`config.mk`:
```
export PLATFORM = sky130hd
export DESIGN_NAME = io_fabric
export DESIGN_NICKNAME = d
export VERILOG_FILES = /design/src/rtl/io_fabric_pkg.sv /design/src/rtl/io_fabric_timer.sv /design/src/rtl/io_fabric.sv
export SDC_FILE = /design/constraint.sdc
export NUM_CORES = 1
export LEC_CHECK = 0
export ABC_AREA = 0
export CAP_MARGIN = 15
export CELL_PAD_IN_SITES_DETAIL_PLACEMENT = 0
export CELL_PAD_IN_SITES_GLOBAL_PLACEMENT = 1
export CORE_ASPECT_RATIO = 2
export CORE_MARGIN = 8
export CORE_UTILIZATION = 30
export CTS_BUF_LIST = sky130_fd_sc_hd__clkbuf_2
export CTS_CLUSTER_SIZE = 24
export DETAILED_ROUTE_END_ITERATION = 6
export GPL_ROUTABILITY_DRIVEN = 0
export PLACE_DENSITY_LB_ADDON = 0.1
export SETUP_SLACK_MARGIN = 0.4
export SYNTH_ARGS = -nofsm -noshare
export SYNTH_HDL_FRONTEND = slang
export SYNTH_HIERARCHICAL = 1
export SYNTH_SLANG_ARGS = --single-unit
```
`constraint.sdc`:
```
create_clock -name clk -period 2.4 [get_ports clk]
set_input_delay 0.24 -clock clk [delete_from_list [all_inputs] [get_ports clk]]
set_output_delay 0.24 -clock clk [all_outputs]
set_load 0.02 [all_outputs]
```
`src/rtl/io_fabric_pkg.sv`:
```
// Shared types and constants for the CPU IO fabric: FSM states, the IO page
// that decodes to the slave ports, and the data returned on a bus error.
package io_fabric_pkg;

    typedef enum logic [0:0] {
        ST_IDLE = 1'b0,
        ST_WAIT = 1'b1
    } state_e;

    // Upper six address bits that select the IO window.
    localparam logic [5:0] IO_PAGE = 6'h3f;

    // Error read data, sliced down to DATA_W by the user (DATA_W <= 64).
    localparam logic [63:0] ERR_DATA = 64'hFFFF_FFFF_FFFF_FFFF;

    // True when an address falls inside the IO window.
    function automatic logic is_io_page(input logic [15:0] addr);
        return (addr[15:10] == IO_PAGE);
    endfunction

endpackage

```
`src/rtl/io_fabric_timer.sv`:
```
// Access timer for the IO fabric: cleared when an access is issued, counts
// while the fabric waits for an acknowledge, flags expiry at TIMEOUT.
module io_fabric_timer #(
    parameter int TIMEOUT = 15
) (
    input  logic clk,
    input  logic nreset,
    input  logic clear,
    input  logic enable,
    output logic expired
);

    logic [7:0] count_r;

    // Wait-cycle counter; clear has priority over counting.
    always_ff @(posedge clk or negedge nreset) begin
        if (!nreset) begin
            count_r <= 8'd0;
        end else if (clear) begin
            count_r <= 8'd0;
        end else if (enable) begin
            count_r <= count_r + 8'd1;
        end else begin
            count_r <= count_r;
        end
    end

    assign expired = (count_r == 8'(TIMEOUT));

endmodule

```
`src/rtl/io_fabric.sv`:
```
// CPU IO fabric: routes CPU accesses either to main memory (never stalled)
// or to one of NUM_SLAVES IO slaves, stalling the CPU until the slave
// acknowledges or the access times out, and recording bus errors.
module io_fabric
    import io_fabric_pkg::*;
#(
    parameter int NUM_SLAVES = 4,
    parameter int SLAVE_BITS = 3,
    parameter int DATA_W     = 16,
    parameter int TIMEOUT    = 15
) (
    input  logic                         clk,
    input  logic                         nreset,
    input  logic                         cpu_en,
    input  logic                         cpu_wr,
    input  logic [15:0]                  cpu_addr,
    input  logic [DATA_W-1:0]            cpu_dout,
    output logic [DATA_W-1:0]            cpu_din,
    output logic                         cpu_wait,
    output logic                         mem_en,
    output logic                         mem_wr,
    input  logic [DATA_W-1:0]            mem_dout,
    output logic [NUM_SLAVES-1:0]        slv_en,
    output logic [NUM_SLAVES-1:0]        slv_wr,
    output logic [10-SLAVE_BITS-1:0]     slv_addr,
    output logic [DATA_W-1:0]            slv_wdata,
    input  logic [NUM_SLAVES*DATA_W-1:0] slv_rdata,
    input  logic [NUM_SLAVES-1:0]        slv_ack,
    input  logic                         err_clr,
    output logic                         bus_err,
    output logic [15:0]                  err_addr
);

    localparam logic [DATA_W-1:0] ERR_WORD = ERR_DATA[DATA_W-1:0];

    state_e                  state_r;
    logic [SLAVE_BITS-1:0]   sel_r;
    logic [15:0]             addr_r;
    logic                    wr_r;
    logic [DATA_W-1:0]       rdata_r;
    logic                    rd_sel_r;
    logic                    bus_err_r;
    logic [15:0]             err_addr_r;

    logic                    io_s;
    logic [SLAVE_BITS-1:0]   slv_idx_s;
    logic                    mapped_s;
    logic                    req_io_s;
    logic                    issue_s;
    logic                    unmapped_s;
    logic                    in_wait_s;
    logic                    expired_s;
    logic                    ack_s;
    logic [DATA_W-1:0]       ack_data_s;
    logic                    timeout_s;
    logic                    err_set_s;
    logic [15:0]             err_addr_nxt_s;
    logic [NUM_SLAVES-1:0]   slv_en_s;

    assign io_s      = is_io_page(cpu_addr);
    assign slv_idx_s = cpu_addr[9 -: SLAVE_BITS];
    assign mapped_s  = (32'(slv_idx_s) < NUM_SLAVES);
    assign in_wait_s = (state_r == ST_WAIT);

    // New IO requests are only accepted in IDLE; reset masks them so the
    // strobe and stall drop immediately when nreset falls.
    assign req_io_s   = nreset & cpu_en & io_s & (state_r == ST_IDLE);
    assign issue_s    = req_io_s & mapped_s;
    assign unmapped_s = req_io_s & ~mapped_s;

    // An acknowledge in the expiry cycle completes the access normally.
    assign timeout_s      = in_wait_s & ~ack_s & expired_s;
    assign err_set_s      = unmapped_s | timeout_s;
    assign err_addr_nxt_s = unmapped_s ? cpu_addr : addr_r;

    assign mem_en    = cpu_en & ~io_s;
    assign mem_wr    = mem_en & cpu_wr;
    assign cpu_wait  = issue_s | (in_wait_s & ~ack_s & ~expired_s);
    assign slv_en    = slv_en_s;
    assign slv_wr    = slv_en_s & {NUM_SLAVES{cpu_wr}};
    assign slv_addr  = cpu_addr[9-SLAVE_BITS:0];
    assign slv_wdata = cpu_dout;
    assign cpu_din   = rd_sel_r ? rdata_r : mem_dout;
    assign bus_err   = bus_err_r;
    assign err_addr  = err_addr_r;

    // One-hot strobe decode for the slave addressed by this request.
    always_comb begin
        slv_en_s = {NUM_SLAVES{1'b0}};
        for (int i = 0; i < NUM_SLAVES; i++) begin
            slv_en_s[i] = issue_s & (slv_idx_s == SLAVE_BITS'(i));
        end
    end

    // Select ack and read data of the slave captured at issue; others are ignored.
    always_comb begin
        ack_s      = 1'b0;
        ack_data_s = {DATA_W{1'b0}};
        for (int i = 0; i < NUM_SLAVES; i++) begin
            ack_s      = ack_s | (slv_ack[i] & (sel_r == SLAVE_BITS'(i)));
            ack_data_s = (sel_r == SLAVE_BITS'(i)) ? slv_rdata[i*DATA_W +: DATA_W] : ack_data_s;
        end
    end

    io_fabric_timer #(
        .TIMEOUT (TIMEOUT)
    ) u_timer (
        .clk     (clk),
        .nreset  (nreset),
        .clear   (issue_s),
        .enable  (in_wait_s),
        .expired (expired_s)
    );

    // Access FSM, returned read data and sticky error record.
    always_ff @(posedge clk or negedge nreset) begin
        if (!nreset) begin
            state_r    <= ST_IDLE;
            sel_r      <= {SLAVE_BITS{1'b0}};
            addr_r     <= 16'h0000;
            wr_r       <= 1'b0;
            rdata_r    <= {DATA_W{1'b0}};
            rd_sel_r   <= 1'b0;
            bus_err_r  <= 1'b0;
            err_addr_r <= 16'h0000;
        end else begin
            rd_sel_r <= 1'b0;
            case (state_r)
                ST_IDLE: begin
                    if (issue_s) begin
                        state_r <= ST_WAIT;
                        sel_r   <= slv_idx_s;
                        addr_r  <= cpu_addr;
                        wr_r    <= cpu_wr;
                    end else if (unmapped_s) begin
                        rdata_r  <= ERR_WORD;
                        rd_sel_r <= ~cpu_wr;
                    end else begin
                        state_r <= ST_IDLE;
                    end
                end
                ST_WAIT: begin
                    if (ack_s) begin
                        state_r  <= ST_IDLE;
                        rdata_r  <= wr_r ? rdata_r : ack_data_s;
                        rd_sel_r <= ~wr_r;
                    end else if (expired_s) begin
                        state_r  <= ST_IDLE;
                        rdata_r  <= wr_r ? rdata_r : ERR_WORD;
                        rd_sel_r <= ~wr_r;
                    end else begin
                        state_r <= ST_WAIT;
                    end
                end
                default: begin
                    state_r <= ST_IDLE;
                end
            endcase

            // A new error beats err_clr; the address only reloads on a fresh error.
            if (err_set_s) begin
                bus_err_r <= 1'b1;
                if (!bus_err_r || err_clr) begin
                    err_addr_r <= err_addr_nxt_s;
                end else begin
                    err_addr_r <= err_addr_r;
                end
            end else if (err_clr) begin
                bus_err_r <= 1'b0;
            end else begin
                bus_err_r <= bus_err_r;
            end
        end
    end

endmodule
```
# After elaboration in Yosys (flattened, before gate mapping)
# Cells that the tools add are included.
[op_classes]
n_addsub = 1
mux = 26
eq_ne = 13
n_reduce_logical = 9
bitwise_logic = 31
order_cmp = 1
[ops]
columns = ["op", "n"]
rows = [
  ["$mux W16", 12],
  ["$pmux W16 S2", 1],
  ["$and A1 B1 Y1", 18],
  ["$mux W8", 2],
  ["$eq A3 B2 Y1 const B", 4],
  ["$mux W1", 9],
  ["$add A8 B1 Y8 const B", 1],
  ["$eq A8 B4 Y1 const B", 1],
  ["$not A1 Y1", 7],
  ["$eq A3 B1 Y1 const B", 2],
  ["$eq A6 B6 Y1 const B", 1],
  ["$logic_not A3 Y1", 2],
  ["$ne A3 B3 Y1 const B", 2],
  ["$or A1 B1 Y1", 5],
  ["$reduce_and A5 Y1", 1],
  ["$and A4 B4 Y4", 1],
  ["$ne A2 B2 Y1 const B", 2],
  ["$pmux W1 S2", 2],
  ["$reduce_and A2 Y1", 2],
  ["$reduce_bool A2 Y1", 2],
  ["$lt A3 B3 Y1 const B", 1],
  ["$ne A3 B1 Y1 const B", 1],
  ["$logic_not A1 Y1", 1],
  ["$logic_or A1 B1 Y1", 1],
]
[word_totals]
inputBits = 121
wordCells = 90
output_inout_bits = 67
ff_bits = 63

# Depth between registers and ports, before layout
[depth]
depth_word = 10
depth_mapped = 8
mapped_depth_nobuf = 7

# Cells and area by module
# Netlist, hierarchy kept.
[by_module_without_submodules]
columns = ["module", "area_each_um2", "n_inst", "seq_area_each_um2", "cells_per_inst"]
rows = [
  ["io_fabric", 3032.9, 1, 1301.2, 238],
  ["io_fabric_timer", 394.1, 1, 200.2, 39],
]

# Worst setup path before layout
# No wires, ideal clock.
[synth_timing]
kind = "register to output"
from = "register state_r, in the netlist in_wait_s"
to = "output slv_wr[2]"
arrival_ns = 1.943
path_slack_ns = 0.217
path_buffers = 1
path_stages_with_launch = 6
required_time_ns = 2.160
path_cell_list = "dfrtp_1 nand3b_1 nor4_4 clkbuf_1 nand2_1 nor3b_1"
[synth_between]
elab_chain_len = 5
[synth_lines]
columns = ["item", "line_no", "rtl"]
rows = [
  ["start, declared", "io_fabric.sv:36", "state_e state_r;"],
  ["start signal, assigned", "io_fabric.sv:118", "state_r <= ST_IDLE;"],
  ["start signal, assigned", "io_fabric.sv:131", "state_r <= ST_WAIT;"],
  ["start signal, assigned", "io_fabric.sv:139", "state_r <= ST_IDLE;"],
  ["$not A1 Y1 (no line)", "--", ""],
  ["$and A1 B1 Y1", "io_fabric.sv:67", "assign req_io_s = nreset & cpu_en & io_s & (state_r == ST_IDLE);"],
  ["$and A1 B1 Y1", "io_fabric.sv:68", "assign issue_s = req_io_s & mapped_s;"],
  ["$and A1 B1 Y1", "io_fabric.sv:91", "slv_en_s[i] = issue_s & (slv_idx_s == SLAVE_BITS'(i));"],
  ["$and A4 B4 Y4", "io_fabric.sv:80", "assign slv_wr = slv_en_s & {NUM_SLAVES{cpu_wr}};"],
  ["end, declared", "io_fabric.sv:24", "output logic [NUM_SLAVES-1:0] slv_wr,"],
]
# Every way passes these cells.

# Final worst setup path
[layout_timing]
from = "register sel_r[0]"
to = "output cpu_wait"
[layout_between]
elab_chain_len = 9
word_cells_on_any_way = 15
cone_classes = "3 x eq/ne; 11 x bitwise; 1 x reduce/logical"
[layout_lines]
columns = ["item", "line_no", "rtl"]
rows = [
  ["start, declared", "io_fabric.sv:37", "logic [SLAVE_BITS-1:0] sel_r;"],
  ["start signal, assigned", "io_fabric.sv:119", "sel_r <= {SLAVE_BITS{1'b0}};"],
  ["start signal, assigned", "io_fabric.sv:132", "sel_r <= slv_idx_s;"],
  ["$eq A3 B1 Y1 or $logic_not A3 Y1 (tied branches)", "io_fabric.sv:100", "ack_s = ack_s | (slv_ack[i] & (sel_r == SLAVE_BITS'(i)));"],
  ["$and A1 B1 Y1", "io_fabric.sv:100", ""],
  ["$or A1 B1 Y1 (2 in series)", "io_fabric.sv:100", ""],
  ["$or A1 B1 Y1 *", "io_fabric.sv:100", ""],
  ["$not A1 Y1 *", "io_fabric.sv:78", "assign cpu_wait = issue_s | (in_wait_s & ~ack_s & ~expired_s);"],
  ["$and A1 B1 Y1 * (2 in series)", "io_fabric.sv:78", ""],
  ["$or A1 B1 Y1 *", "io_fabric.sv:78", ""],
  ["end, declared", "io_fabric.sv:19", "output logic cpu_wait,"],
]
# Every way passes the cells marked *; elsewhere a longest branch is shown, timed or not.

==> results.cfg <==
[die]
coreArea_um2 = 11200
start_util_pct = 30.6
rows = 55
die_h_um = 167
die_area_um2 = 15300
die_w_um = 91.6
io_pins = 188

[logic_synthesis]
yosys_warnings = 6
yosys_register_bits = 60
async_flop_share_pct = 100
synth-edff-count = 0
syn_nets = 399
netlist_area_um2 = 3430
ys_seq_area_share_pct = 43.8
post_synth.cell_area_avg_um2 = 12.4
synth_top_flop_cell = dfrtp_1
syn_inst = 277
synth.distinct_cells = 44

[layout]
multi_input_area_um2 = 1700
synthToLayoutAreaGrowth_pct = 52.6
seq_area_um2 = 1500
most-common-layout-cells = clkdlybuf4s50_1 (127), dfrtp_1 (58), mux2_2 (25), buf_4 (25), o22a_1 (23)
final_common_cell = clkdlybuf4s50_1
fillCellCount = 1061
finalNetCount = 548
drive_gt1_share_pct = 32.3

[clock_network]
cts_tree = built
cts-htree-levels = 3
insertion_delay_ps = 480
cts.path.max_buffers = 2
cts_buffers = 9
cts.clk_slew.worst_paths_ps = 160
root_buffer = clkbuf_2
clock-sinks = 60

[critical_path]
critPathMaxStageDelay_ps = 480
r2r_slack_ps = 400
required_ps = 2160
crit_path_top_delay_cell = dfrtp_2
cp.buffers_inverters = 1
r2r-start = u_timer/count_r[0]
r2r-end = err_addr[6]
cp-start-kind = flop
crit_fanout = 3
crit_type = reg -> out
path_delay_family = flip-flops
timing.critical_path.arrival_ps = 1900
cp-end-kind = primary output
r2r_cells = 8
path_cells = mux2_4 > a221oi_2 > a21o_1 > buf_6

[power]
power.leakage_nw = 2.21
p_per_area_nw_per_um2 = 439
peakVddDrop_mv = 0.235

[drt]
post_drt_wl_per_cell_um = 20.0
drc = 0
dr.pass1.iters = 4
vias_per_cell = 4.95
ant_nets = 0
drt_wl_total_mm = 11.5
via_count = 2841
drt_iter0_markers = 100

[global_route]
grt_first_pass_wirelength_mm = 18.0
grt_pass1_vias = 3224
grt.total_usage_pct = 15.0
grt_max_degree = 61
overflow = 0
antenna_found_initial = 2

[sta]
rsz0062_at_grt = true
finalCriticalPeriod_ps = 2140
setup_violations = 0
maxSlewViolCount = 0
finClkSkew_ps = 21.8
tightest_slew_ps = 797
fmax_ghz = 0.468
timing.hold.ws_ps = 400
slew_headroom_pct = 46.9
hold_viol = 0
finalCritPeriodShare_pct = 89.0
setup_ws_ps = 263

[placed_design]
dp_slack_ps = -103
place_hpwl_mm = 8.64
portBuffers = 155

[flow_run]
max_cap_viol_count = 0

[min_path]
hp-class = in -> reg
min_from = nreset
worstHoldEndpoint = wr_r
hold_depth = 5

[run_status]
status = completed
power breakdown:
| group | internal [mW] | switching (mW) | total, mW | leakage, nW |
|---|---|---|---|---|
| registers | 1.10 | 0.0813 | 1.18 | 0.783 |
| logic | 0.382 | 0.238 | 0.621 | 1.38 |
| clock network | 0.120 | 0.371 | 0.491 | 0.0503 |
final cells by class:
cell class	instances	share of cell area, %
Tap cell	142	3.40
Antenna cell	2	0.0957
Sequential cell	60	28.7
Timing Repair Buffer	182	33.6
Clock buffer	9	0.861
Multi-Input combinational cell	171	32.6
Inverter	2	0.144
Clock inverter	6	0.622
metrics by stage:
| step | area [µm²] | TNS [ps] | power, mW | utilization [%] | std cells |
|---|---|---|---|---|---|
| after floorplan | 3440 | 0 | 1.51 | - | 277 |
| after global placement | 5060 | -134 | 1.81 | 45.1 | 549 |
| final | 5230 | 0 | 2.30 | 46.6 | 574 |
| after global routing | 5230 | 0 | 2.44 | 46.6 | 574 |
| after detailed placement | 5060 | -344 | 1.82 | 45.1 | 549 |
| after CTS | 5250 | 0 | 2.35 | 46.8 | 570 |
kinds of logic after synthesis:
kind of cell | after synthesis | share of synthesized area [%]
AND/OR/NAND/NOR | 66 | 11.9
flip-flops | 60 | 43.8
AO/OA/AOI/OAI | 56 | 14.9
buffers and inverters | 46 | 8.18
multiplexers | 44 | 19.8
XOR/XNOR | 4 | 1.02
adder cells (fa/ha/maj) | 1 | 0.365
cells in the mapped netlist, drive strengths merged (2+ instances only):
| master | instances | area (µm²) |
|---|---|---|
| o22a | 23 | 201 |
| or3 | 3 | 18.8 |
| nand3 | 4 | 20.0 |
| nor2b | 18 | 113 |
| o21ai | 5 | 28.8 |
| dfrtp | 60 | 1500 |
| nand4 | 5 | 37.5 |
| a21o | 2 | 15.0 |
| a2bb2oi | 9 | 135 |
| nor2 | 7 | 26.3 |
| xor2 | 3 | 26.3 |
| o22ai | 10 | 62.6 |
| nor4 | 2 | 27.5 |
| inv | 2 | 7.51 |
| clkbuf | 10 | 37.5 |
| and3b | 2 | 17.5 |
| or2 | 7 | 43.8 |
| mux4 | 16 | 360 |
| buf | 34 | 235 |
| nand2b | 2 | 12.5 |
| and3 | 2 | 12.5 |
| a21oi | 3 | 15.0 |
| nor3b | 3 | 22.5 |
| nand2 | 6 | 22.5 |
| mux2 | 27 | 308 |
how the worst max path moves through the flow:
| stage | from | to | slack [ps] | depth (start not counted) |
|---|---|---|---|---|
| floorplan | in_wait_s | slv_wr[2] | 370 | 5 |
| global placement | cpu_addr[13] | slv_wr[2] | -70 | 6 |
| detailed placement | cpu_addr[13] | slv_wr[2] | -100 | 6 |
| CTS | in_wait_s | cpu_wait | 80 | 6 |
| global route | in_wait_s | slv_wr[2] | 120 | 5 |
| finish | sel_r[0] | cpu_wait | 260 | 4 |
registers in the layout (all words and copies together) (netlist names):
name             cells
wr_r                 1
err_addr            16
rd_sel_r             1
bus_err              1
sel_r                2
addr_r              14
u_timer/count_r      8
in_wait_s            1
rdata_r             16
routing by layer:
| layer | vias to the layer above | global-route usage (%) | wire length [µm] |
|---|---|---|---|
| li1 | 1318 | - | - |
| met5 | - | 0 | 0 |
| met1 | 1406 | 15.8 | 4190 |
| met3 | 11 | 4.84 | 824 |
| met2 | 106 | 26.2 | 6270 |
| met4 | 0 | 6.82 | 172 |
worst register-to-register path, delay by kind of cell, from the launching register on:
kind	cells	cell delay, ps
fa+ha+maj	1	200
flops	1	390
simple gates	3	460
buf+inv	1	220
compound gates	3	630
what timing repair did:
| item | in CTS | in global routing |
|---|---|---|
| endpoints found under the hold margin | 51 | 0 |
| pin swaps | 6 | 4 |
| hold buffers | 1 | 0 |
| resized for setup | 103 | 17 |
| cloned | 0 | 1 |
| setup endpoints to repair | 60 | 40 |
| setup buffers | 5 | 1 |
(Power assumes the default switching activity.)
==> RTL edit (config.mk and constraints unchanged) <==
`TIMEOUT` is set to 15 in 2 places; all go to 7.
--- a/src/rtl/io_fabric_timer.sv
+++ b/src/rtl/io_fabric_timer.sv
@@ -1,7 +1,7 @@
 // Access timer for the IO fabric: cleared when an access is issued, counts
 // while the fabric waits for an acknowledge, flags expiry at TIMEOUT.
 module io_fabric_timer #(
-    parameter int TIMEOUT = 15
+    parameter int TIMEOUT = 7
 ) (
     input  logic clk,
     input  logic nreset,
--- a/src/rtl/io_fabric.sv
+++ b/src/rtl/io_fabric.sv
@@ -7,7 +7,7 @@
     parameter int NUM_SLAVES = 4,
     parameter int SLAVE_BITS = 3,
     parameter int DATA_W     = 16,
-    parameter int TIMEOUT    = 15
+    parameter int TIMEOUT    = 7
 ) (
     input  logic                         clk,
     input  logic                         nreset,
Function: changed (Yosys sat finds a counterexample within 10 cycles, from zero or initial values and one cycle with nreset low).
==> RTL edit against the original RTL <==
  * Sequential cell count is the same
  * Synthesized cell count is the same
  * Register-to-register slack lost 0.06 ns
  * Total power grew 5.1%
  * Synthesized area grew 0.22%
  * Final area grew 4.2%
  * Setup slack gained 0.0012 ns
  * Routed wire length shrank 0.38%
  * First-iteration DRC count shrank 25%
==> RTL edit: results (changes against the original RTL) <==
Avg Cell Area, Syn 12.4 um^2 (+0.22%); yosys warns 6 (unchanged); Inst Count DP 555 (+1.1%); number of iterations in the first detailed-routing pass 4 (unchanged); initial antenna violation count 1 (-1); Clk Latency, worst-skew pair 0.50 ns (+0.02 ns); WL final 11.4 mm (-0.38%); 1st-iter DRT viols 75 (-25%); Port Buffers 155 (unchanged); crit-path max FO 5 (+2); vias in the first global route 3139 (-2.6%); count leader, synth dfrtp_1; first-pass GRT wire length 17.8 mm (-1.1%); LEAKAGE 2.35 nW (+6.2%); Synth area leaders dfrtp_1 (44%), mux4_2 (10%), mux2_2 (8.5%); outcome complete, no violations; Crit-path slowest cell dfrtp_1; Final Skew 0.0318 ns (+0.00997 ns); Synth cell types 46 (+4.5%); Hold/Removal Path Class in -> reg; sequential fraction of the synthesis area 43.7% (-0.096 points); R2R setup slack 0.34 ns (-0.06 ns); top cells by count, synth dfrtp_1 (60), mux2_2 (26), buf_4 (24), o22a_1 (23), nor2b_1 (18); clock slew seen by the registers of the worst setup and hold paths 0.18 ns (+0.02 ns); Max rail drop VDD 0.000234 V (-0.42%); Async S/R FF share, synth 100% (unchanged); routed vias 2873 (+1.1%); Fill cells 1038 (-2.2%); share of cells above drive strength 1 36.0% (+3.7 points); Placed Area 5120 um^2 (+1.3%); largest net degree at the start of global routing 61 (unchanged); Slowest Stage Delay on Critical Path 0.41 ns (-0.07 ns); WP data arrival 1.90 ns (about the same); GRT Total Usage 14.9% (-0.13 points); Mapped Nets 399 (unchanged); layout net count 565 (+3.1%); most frequent cell on the critical path buf_6; Max-slew headroom 47.4% (+0.49 points); HPWL Detailed 8.72 mm (+0.89%); TritonCTS buffer count 9 (unchanged); H-tree levels 3 (unchanged); Non-Filler Instances 590 (+2.8%); worst-case clock buffer depth 2 (unchanged); Root Driver clkbuf_2
-- RTL edit: cell type report --
cell class                 count  area, um^2  share of cell area, %
inverter                       2        7.51                  0.138
sequential                    60        1500                   27.6
clock inverter                 5        53.8                  0.987
clock buffer                  10        50.0                  0.918
tap                          142         178                   3.26
multi-input combinational    171        1750                   32.0
antenna                        1        2.50                 0.0459
timing repair buffer         199        1910                   35.1
-- RTL edit: worst max-delay path, delay by kind of cell, from the launching register on --
kind	cells	cell delay, ns
buffers and inverters	2	0.29
flip-flops	1	0.41
AND/OR/NAND/NOR	4	0.70
-- RTL edit: routing by layer --
layer / share of wire [%] / global-route usage [%] / vias up
met5: 0 / 0 / -
li1: - / - / 1351
met1: 39 / 16.2 / 1406
met4: 1.0 / 4.52 / 0
met3: 5.8 / 4.66 / 9
met2: 54 / 26.3 / 107
-- RTL edit: final timing paths --
path,from,to,depth (start not counted)
setup reg to reg,u_timer/count_r[6],err_addr[9],7
hold / removal,cpu_wr,rd_sel_r,2
min in group asynchronous,nreset,rdata_r[13],3
max in group asynchronous,nreset,sel_r[0],3
setup / recovery,in_wait_s,slv_wr[1],6
hold reg to reg,addr_r[13],addr_r[13],1
-- RTL edit: repair_timing --
item / CTS / global route
cloned: 0 / 1
resized for setup: 102 / 26
endpoints found under the hold margin: 60 / 0
endpoints found under the setup margin: 59 / 60
setup buffers: 5 / 12
pin swaps: 4 / 4
hold buffers: 1 / 0
-- RTL edit: cells by family (layout without fill, tap and decap cells) --
kind of cell	count (synthesis)	in the layout	share of synthesized area, %
XOR/XNOR	4	4	1.02
other	0	1	0
buffers and inverters	46	216	8.27
multiplexers	44	44	19.7
flip-flops	60	60	43.7
AO/OA/AOI/OAI	58	58	15.6
AND/OR/NAND/NOR	64	64	11.3
adder cells (fa/ha/maj)	1	1	0.364
-- RTL edit: through the flow --
stage | setup slack (ns) | power (mW) | hold WS [ns]
after global placement | -0.0831 | 1.80 | 0.452
after CTS | 0.186 | 2.45 | 0.342
after floorplan | 0.275 | 1.49 | -0.0556
final | 0.264 | 2.41 | 0.404
after global routing | 0.0617 | 2.55 | 0.355
after detailed placement | -0.135 | 1.81 | 0.454
-- RTL edit: where the power goes --
group / internal, mW / total (mW) / switching, mW / leakage (nW)
combinational: 0.393 / 0.637 / 0.244 / 1.49
sequential: 1.10 / 1.16 / 0.0694 / 0.798
clock: 0.234 / 0.612 / 0.378 / 0.0614
total: 1.72 / 2.41 / 0.692 / 2.35
